$ cat config.mk
export PLATFORM = sky130hd
export DESIGN_NAME = seq_stage_ctrl
export DESIGN_NICKNAME = d
export VERILOG_FILES = /design/src/rtl/seq_stage_ctrl.sv
export SDC_FILE = /design/constraint.sdc
export NUM_CORES = 1
export LEC_CHECK = 0
export CORE_ASPECT_RATIO = 0.8
export CORE_MARGIN = 2
export CORE_UTILIZATION = 36
export DETAILED_ROUTE_END_ITERATION = 6
export PLACE_DENSITY = 0.78
export SLEW_MARGIN = 10
export SYNTH_ARGS = -nofsm -noshare
export SYNTH_HDL_FRONTEND = slang
export SYNTH_SLANG_ARGS = --single-unit
$ cat constraint.sdc
create_clock -name clk -period 2.1 [get_ports clk]
set_clock_uncertainty 0.05 [all_clocks]
set_input_delay 0.63 -clock clk [delete_from_list [all_inputs] [get_ports clk]]
set_output_delay 0.63 -clock clk [all_outputs]
set_load 0.02 [all_outputs]
$ cat src/rtl/seq_stage_ctrl.sv
// Multi-cycle instruction sequencer: steps one instruction through FETCH..PCUPD with one-hot
// stage strobes. Optional perf counters are enabled by defining STAGE_CTRL_PERF_EN.
module seq_stage_ctrl #(
  parameter int unsigned MEM_TIMEOUT = 16
) (
  input  logic        clk,
  input  logic        rst_n,
  input  logic        start_i,
  input  logic [3:0]  icode_i,
  input  logic        instr_valid_i,
  input  logic        imem_error_i,
  input  logic        mem_ready_i,
  input  logic        dmem_error_i,
  output logic        fetch_en_o,
  output logic        decode_en_o,
  output logic        exec_en_o,
  output logic        mem_en_o,
  output logic        wb_en_o,
  output logic        pc_en_o,
  output logic [1:0]  stat_o,
  output logic        halted_o,
  output logic [31:0] retired_o,
  output logic [31:0] stall_cycles_o
);

  typedef enum logic [2:0] {
    StIdle, StFetch, StDecode, StExecute, StMemory, StWriteback, StPcUpd, StHalt
  } state_e;

  localparam logic [1:0] StatAok = 2'b00;
  localparam logic [1:0] StatHlt = 2'b01;
  localparam logic [1:0] StatAdr = 2'b10;
  localparam logic [1:0] StatIns = 2'b11;
  localparam logic [7:0] WaitLast = 8'(MEM_TIMEOUT - 1);

  state_e      state_q, state_d;
  logic [1:0]  stat_q, stat_d;
  logic        is_mem_q, is_mem_d;
  logic [7:0]  wait_q, wait_d;
  logic [5:0]  strobe_q, strobe_d;
  logic        halted_q, halted_d;

  always_comb begin
    state_d  = state_q;
    stat_d   = stat_q;
    is_mem_d = is_mem_q;
    wait_d   = wait_q;
    unique case (state_q)
      StIdle: begin
        if (start_i) state_d = StFetch;
      end
      StFetch: begin
        if (imem_error_i) begin
          state_d = StHalt;
          stat_d  = StatAdr;
        end else if (!instr_valid_i) begin
          state_d = StHalt;
          stat_d  = StatIns;
        end else if (icode_i == 4'h0) begin
          state_d = StHalt;
          stat_d  = StatHlt;
        end else begin
          state_d  = StDecode;
          is_mem_d = icode_i inside {4'h4, 4'h5, 4'h8, 4'h9, 4'hA, 4'hB};
        end
      end
      StDecode:  state_d = StExecute;
      StExecute: begin
        state_d = StMemory;
        wait_d  = '0;
      end
      StMemory: begin
        if (!is_mem_q) begin
          state_d = StWriteback;
        end else if (mem_ready_i) begin
          if (dmem_error_i) begin
            state_d = StHalt;
            stat_d  = StatAdr;
          end else begin
            state_d = StWriteback;
          end
        end else if (wait_q == WaitLast) begin
          // This is the MEM_TIMEOUT-th cycle without mem_ready.
          state_d = StHalt;
          stat_d  = StatAdr;
        end else begin
          wait_d = wait_q + 8'd1;
        end
      end
      StWriteback: state_d = StPcUpd;
      StPcUpd:     state_d = StFetch;
      StHalt:      state_d = StHalt;
      default:     state_d = StIdle;
    endcase
  end

  // Strobes are registered from the next state so each lines up with its stage cycle.
  always_comb begin
    strobe_d = '0;
    halted_d = 1'b0;
    unique case (state_d)
      StFetch:     strobe_d[5] = 1'b1;
      StDecode:    strobe_d[4] = 1'b1;
      StExecute:   strobe_d[3] = 1'b1;
      StMemory:    strobe_d[2] = 1'b1;
      StWriteback: strobe_d[1] = 1'b1;
      StPcUpd:     strobe_d[0] = 1'b1;
      StHalt:      halted_d    = 1'b1;
      default:     strobe_d    = '0;
    endcase
  end

  always_ff @(posedge clk or negedge rst_n) begin
    if (!rst_n) begin
      state_q  <= StIdle;
      stat_q   <= StatAok;
      is_mem_q <= 1'b0;
      wait_q   <= '0;
      strobe_q <= '0;
      halted_q <= 1'b0;
    end else begin
      state_q  <= state_d;
      stat_q   <= stat_d;
      is_mem_q <= is_mem_d;
      wait_q   <= wait_d;
      strobe_q <= strobe_d;
      halted_q <= halted_d;
    end
  end

  assign fetch_en_o  = strobe_q[5];
  assign decode_en_o = strobe_q[4];
  assign exec_en_o   = strobe_q[3];
  assign mem_en_o    = strobe_q[2];
  assign wb_en_o     = strobe_q[1];
  assign pc_en_o     = strobe_q[0];
  assign stat_o      = stat_q;
  assign halted_o    = halted_q;

`ifdef STAGE_CTRL_PERF_EN
  logic [31:0] retired_q, stall_q;

  always_ff @(posedge clk or negedge rst_n) begin
    if (!rst_n) begin
      retired_q <= '0;
      stall_q   <= '0;
    end else begin
      if (state_q == StPcUpd && retired_q != '1) retired_q <= retired_q + 32'd1;
      if (state_q == StMemory && is_mem_q && !mem_ready_i && stall_q != '1) begin
        stall_q <= stall_q + 32'd1;
      end
    end
  end

  assign retired_o      = retired_q;
  assign stall_cycles_o = stall_q;
`else
  assign retired_o      = '0;
  assign stall_cycles_o = '0;
`endif

endmodule
==> results.py, run 1 <==
metrics = {
    "setup_path": {
        "cpPeakStageDelay_ns": 0.42,
        "cp.required_ns": 2.21,
        "critPathKind": "reg -> reg",
        "rrSetupSlack_ns": -0.03,
        "cp_cell_sequence": "buf_4, nor4_4, a21oi_2, o311ai_4, buf_4, nor3_4, mux2_4",
        "critical_path.slowest_cell": "o311ai_4",
        "crit_start": "wait_q[5]",
        "path_max_fanout": 7,
        "r2r_start": "wait_q[5]",
        "arrival_ns": 2.24,
        "start_kind": "register",
        "endpoint_kind": "register",
        "crit_path_frequent_cell": "buf_4",
    },
    "detailed_routing": {
        "ant_nets": 0,
        "drc_errors": 0,
        "vias": 1167,
        "vias_per_cell": 4.34,
        "routed_wl_mm": 3.50,
        "wire_per_inst_um": 13.0,
        "dr.first_iter.drc_count": 27,
        "dr.pass1.iters": 4,
    },
    "clock_tree": {
        "clock_latency_ns": 0.27,
        "clkTransAtPathRegs_ns": 0.08,
        "numCtsBuffers": 3,
        "cts_tree": "built",
        "clock-sinks": 21,
        "hold_buffers": 0,
        "clockRootBuffer": "clkbuf_8",
        "htreeDepth": 1,
        "clock_path_buffers": 2,
    },
    "yosys": {
        "yosysSeqAreaShare": 0.334,
        "synth_top_family_by_area": "buffers and inverters",
        "yosys_warnings": 0,
        "ys_types": 38,
        "synth_area_um2": 1570,
        "avgSynthCellArea_um2": 9.64,
        "syn_inst": 163,
        "synth-simple-area-share": 0.158,
        "synthAdderAreaFrac": 0.00796,
        "synth-compound-area-share": 0.145,
        "ys_ff_latch": 21,
        "synthMuxAreaShare": 0.0143,
        "synth_xor_area_frac": 0.00557,
    },
    "floorplanning": {
        "io_pins": 84,
        "initial_core_util": 0.376,
        "core_um2": 4180,
        "die_h_um": 63.1,
        "rows": 21,
        "dieArea_um2": 4910,
        "die-width_um": 77.9,
    },
    "timing": {
        "fin_ws_ns": -0.0313,
        "min_period_ns": 2.13,
        "fin_crit_sh": 1.01,
        "rsz0062_at_grt": "true",
        "finalHoldViolations": 0,
        "setup_viol": 1,
        "maxSlewViolCount": 0,
        "tns_ns": -0.0313,
        "timing.fmax_ghz": 0.469,
    },
    "layout": {
        "mostFrequentLayoutCells": "conb_1, buf_4, dfrtp_1",
        "nNetsFinal": 225,
        "drive_above_1_share": 0.297,
        "insertedDiodeCount": 0,
        "layout_commonest_cell": "conb_1",
        "fin_util": 0.471,
        "final_area_um2": 1970,
        "area_growth_pct": 25.2,
    },
    "outcome": {
        "outcome": "complete, but fails checks",
        "violations": "setup timing",
    },
    "global_route": {
        "grt_util_all_layers": 0.122,
        "antenna_found_initial": 0,
        "grt_pass1_wl_mm": 4.73,
        "grt_pass1_vias": 978,
        "grt_max_degree": 22,
        "gr-total-overflow": 0,
    },
    "placed_design": {
        "place_hpwl_mm": 2.24,
        "place_ws_ns": -0.505,
        "port-buffer-count": 19,
        "gp_congestion": 0.804,
        "postPlaceCellArea_um2": 1720,
    },
    "flow_run": {
        "max_cap_violations": 0,
    },
    "power_and_ir_drop": {
        "p_leak_uw": 0.000939,
        "ir_worst_vdd_mv": 0.499,
        "p_per_area_nw_per_um2": 429,
    },
    "worst_hold_path": {
        "holdCritStartpoint": "stat_o[1]",
        "hp-class": "reg -> reg",
    },
}
==> logic make-up (layout without fill, tap and decap cells) <==
logic type,Yosys count,after routing
buffers and inverters,72,58
and+or+nand+nor,39,39
AOI/OAI and AO/OA,26,26
DFF,21,21
muxes,2,2
adders and majority gates,1,1
other,1,64
xor gates and xnor gates,1,1
==> worst max-delay path, delay by kind of cell (launching register included) <==
| kind | cells | cell delay [ns] |
|---|---|---|
| muxes | 1 | 0.29 |
| AOI/OAI and AO/OA | 2 | 0.55 |
| DFF | 1 | 0.38 |
| buffers and inverters | 2 | 0.35 |
| and+or+nand+nor | 2 | 0.40 |
==> path summary, 6_finish.rpt <==
| path | to | depth (start not counted) |
|---|---|---|
| hold / removal | stat_o[1] | 1 |
| setup reg to reg | is_mem_q | 7 |
| hold reg to reg | stat_o[1] | 1 |
| max in group asynchronous | wait_q[6] | 2 |
| setup / recovery | is_mem_q | 7 |
| min in group asynchronous | state_q[2] | 2 |
==> synth_stat cells <==
cell type | n | area share
and2_1 | 2 | 0.0080
o21ai_0 | 3 | 0.0096
nor2_4 | 1 | 0.0072
nor3b_1 | 4 | 0.019
mux2_1 | 1 | 0.0072
nor3_4 | 1 | 0.010
nor2_1 | 4 | 0.0096
o311ai_4 | 1 | 0.017
a22oi_1 | 1 | 0.0048
or4_1 | 4 | 0.019
nand2_1 | 7 | 0.017
o22a_1 | 1 | 0.0056
or4_4 | 1 | 0.0072
nand2b_1 | 3 | 0.012
a311oi_2 | 1 | 0.0096
buf_4 | 64 | 0.31
and3_1 | 5 | 0.020
dfrtp_1 | 21 | 0.33
ha_1 | 1 | 0.0080
buf_6 | 1 | 0.0072
nand3_1 | 2 | 0.0064
a211oi_1 | 1 | 0.0048
mux2_2 | 1 | 0.0072
o21ai_1 | 1 | 0.0032
a21oi_1 | 7 | 0.022
o2bb2ai_2 | 1 | 0.0096
a2bb2oi_2 | 1 | 0.0096
nand4bb_1 | 1 | 0.0072
inv_1 | 4 | 0.0096
buf_2 | 3 | 0.0096
nand4_1 | 2 | 0.0080
xor2_1 | 1 | 0.0056
o41a_2 | 1 | 0.0080
nor4_1 | 2 | 0.0080
o22ai_1 | 1 | 0.0040
conb_1 | 1 | 0.0024
o31ai_1 | 5 | 0.024
o31ai_4 | 1 | 0.014
==> cell type report <==
cell class | count | area, µm²
clock buffers | 3 | 41.3
clock inverters | 1 | 7.51
fillers | 390 | 2210
inverters | 4 | 15.0
multi-input cells | 133 | 881
flip-flops and latches | 21 | 527
well taps | 57 | 71.3
repair buffers | 50 | 425
==> power by group <==
part | internal [µW] | switching, µW
registers | 406 | 1.55
clock network | 134 | 141
logic | 29.5 | 132
total | 570 | 274
==> metal layers <==
metal  track usage  wire, µm  vias to the layer above
li1              -         -                      536
met1         0.165      1360                      554
met2         0.190      1830                       67
met3        0.0315       227                       10
met4        0.0446        79                        0
met5             0         0                        -
==> sequential cells by signal (all words and copies together) (netlist names) <==
register,flops
strobe_q,6
halted_o,1
is_mem_q,1
state_q,3
wait_q,8
stat_o,2
==> metrics by stage <==
| step | instances | hold slack, ns | power, µW |
|---|---|---|---|
| CTS | 264 | 0.457 | 847 |
| finish | 269 | 0.467 | 845 |
| global route | 269 | 0.478 | 886 |
| floorplan | 226 | 0.284 | 618 |
| global placement | 255 | 0.433 | 569 |
| detailed placement | 255 | 0.430 | 570 |
==> what timing repair did <==
action / CTS / global route
gates resized for setup: 26 / 7
pin swaps: 14 / 6
setup buffers: 6 / 5
endpoints found under the setup margin: 8 / 8
(Power assumes the default switching activity.)
==> inputs of run 2 (changes only) <==
--- a/config.mk
+++ b/config.mk
@@ -9,7 +9,7 @@
 export CORE_MARGIN = 2
 export CORE_UTILIZATION = 36
 export DETAILED_ROUTE_END_ITERATION = 6
-export PLACE_DENSITY = 0.78
+export PLACE_DENSITY_LB_ADDON = 0.1
 export SLEW_MARGIN = 10
 export SYNTH_ARGS = -nofsm -noshare
 export SYNTH_HDL_FRONTEND = slang
==> results.py, run 2 (same netlist as run 1, synthesis figures left out) <==
metrics = {
    "clock_tree": {
        "htreeDepth": 1,
        "numCtsBuffers": 3,
        "clock-sinks": 21,
        "clock_latency_ns": 0.26,
        "clockRootBuffer": "clkbuf_8",
        "clock_path_buffers": 2,
        "hold_buffers": 0,
        "cts_tree": "built",
        "clkTransAtPathRegs_ns": 0.08,
    },
    "setup_path": {
        "cpPeakStageDelay_ns": 0.56,
        "critPathKind": "reg -> reg",
        "arrival_ns": 2.20,
        "crit_start": "wait_q[5]",
        "endpoint_kind": "register",
        "worstSetupEndpoint": "wait_q[2]",
        "r2r-end": "wait_q[2]",
        "cp.required_ns": 2.23,
        "rrSetupSlack_ns": 0.02,
        "rr_worst_depth": 7,
        "path_max_fanout": 8,
        "critical_path.slowest_cell": "or4_4",
        "start_kind": "register",
        "r2r_start": "wait_q[5]",
        "cp_cell_sequence": "or4_4, o31ai_4, buf_6, o2bb2ai_4, buf_6, nor2_4, a311oi_2",
        "crit_path_frequent_cell": "buf_6",
    },
    "outcome": {
        "outcome": "finished clean",
    },
    "detailed_routing": {
        "routed_wl_mm": 3.07,
        "dr.pass1.iters": 4,
        "vias_per_cell": 4.25,
        "dr.first_iter.drc_count": 95,
        "drc_errors": 0,
        "wire_per_inst_um": 11.4,
        "ant_nets": 0,
        "vias": 1140,
    },
    "layout": {
        "top_register": "wait_q",
        "insertedDiodeCount": 0,
        "mostFrequentLayoutCells": "conb_1, buf_4, dfrtp_1",
        "nNetsFinal": 224,
        "area_growth_pct": 24.0,
        "top_regs": "wait_q (8), strobe_q (6), state_q (3)",
        "final_area_um2": 1950,
        "drive_above_1_share": 0.261,
        "largest_reg_flops": 8,
        "layout_commonest_cell": "conb_1",
    },
    "floorplanning": {
        "core_um2": 4180,
        "io_pins": 84,
        "dieArea_um2": 4910,
        "rows": 21,
        "die_h_um": 63.1,
        "initial_core_util": 0.376,
        "die-width_um": 77.9,
    },
    "power_and_ir_drop": {
        "p_leak_uw": 0.000919,
        "clkPwrFrac": 0.326,
        "p_int_uw": 573,
        "combPwrFrac": 0.192,
        "p_per_area_nw_per_um2": 434,
        "power.total_uw": 846,
        "switching_share": 0.322,
        "ir_worst_vdd_mv": 0.272,
        "pwr-share-seq": 0.482,
        "p_sw_uw": 272,
    },
    "timing": {
        "tns_ns": 0,
        "timing.fmax_ghz": 0.482,
        "setup_viol": 0,
        "rsz0062_at_grt": "true",
        "min_period_ns": 2.08,
        "maxSlewViolCount": 0,
        "finalHoldViolations": 0,
        "fin_crit_sh": 0.989,
    },
    "global_route": {
        "grt_max_degree": 22,
        "gr-total-overflow": 0,
        "grt_pass1_vias": 968,
        "antenna_found_initial": 0,
        "grt_util_all_layers": 0.125,
        "grt_pass1_wl_mm": 4.84,
    },
    "flow_run": {
        "max_cap_violations": 0,
    },
    "placed_design": {
        "gp_congestion": 0.740,
        "port-buffer-count": 19,
        "place_hpwl_mm": 2.11,
        "postPlaceCellArea_um2": 1740,
    },
    "worst_hold_path": {
        "hp-class": "reg -> reg",
    },
}
[run 2: cell types whose count changed in the layout (fill, tap and decap cells not counted), moves of 2 or more]
cell     previous run  this run
or4_1               2         4
a21oi_1             3         6
buf_4              29        26
or4_4               3         1
a21oi_2             4         0
[run 2: how the worst min path moves through the flow]
stage	from	endpoint	slack, ns	cells after the start
after global routing	stat_o[1]	stat_o[1]	0.47	1
after floorplan	rst_n	halted_o	0.28	0
after global placement	stat_o[1]	stat_o[1]	0.43	1
final	stat_o[1]	stat_o[1]	0.45	1
after CTS	stat_o[1]	stat_o[1]	0.46	1
after detailed placement	stat_o[1]	stat_o[1]	0.44	1
[run 2: layout make-up]
class	instances	area (µm²)
clock buffers	3	41.3
clock inverters	1	7.51
inverters	4	15.0
flip-flops and latches	21	527
well taps	57	71.3
fillers	409	2230
repair buffers	48	410
multi-input cells	134	876
[run 2: what timing repair did]
item | CTS | global route
resized for setup | 18 | 10
setup endpoints to repair | 10 | 12
pin swaps | 11 | 7
cloned | 1 | 0
buffers inserted | 4 | 3
[run 2: critical path, delay by kind of cell (launching register included)]
family / cells / cell delay, ns
DFF: 1 / 0.43
AOI/OAI and AO/OA: 3 / 0.62
and+or+nand+nor: 2 / 0.60
buffers and inverters: 2 / 0.31
[run 2: layer usage]
layer / up-vias / global-route usage / wire length, µm
met3: 4 / 0.0344 / 241
met4: 0 / 0.0446 / 36
met5: - / 0 / 0
met2: 63 / 0.179 / 1430
met1: 537 / 0.178 / 1360
li1: 536 / - / -
[run 2: power groups by stage]
| stage | Clock, µW | Combinational, µW | Sequential (µW) |
|---|---|---|---|
| after floorplan | 0 | 199 | 419 |
| after global placement | 0 | 155 | 416 |
| after detailed placement | 0 | 155 | 416 |
| final | 275 | 163 | 408 |
| after CTS | 286 | 157 | 408 |
| after global routing | 301 | 174 | 408 |
[run 2: through the flow]
step	utilization	hold slack [ns]	cells	setup WS (ns)
4_1_cts	0.449	0.458	265	-0.0200
3_3_place_gp	0.415	0.428	257	-0.470
6_report	0.466	0.451	268	0.0236
5_1_grt	0.466	0.474	268	-0.0399
3_5_place_dp	0.415	0.436	257	-0.484
2_1_floorplan	-	0.284	226	0.0355
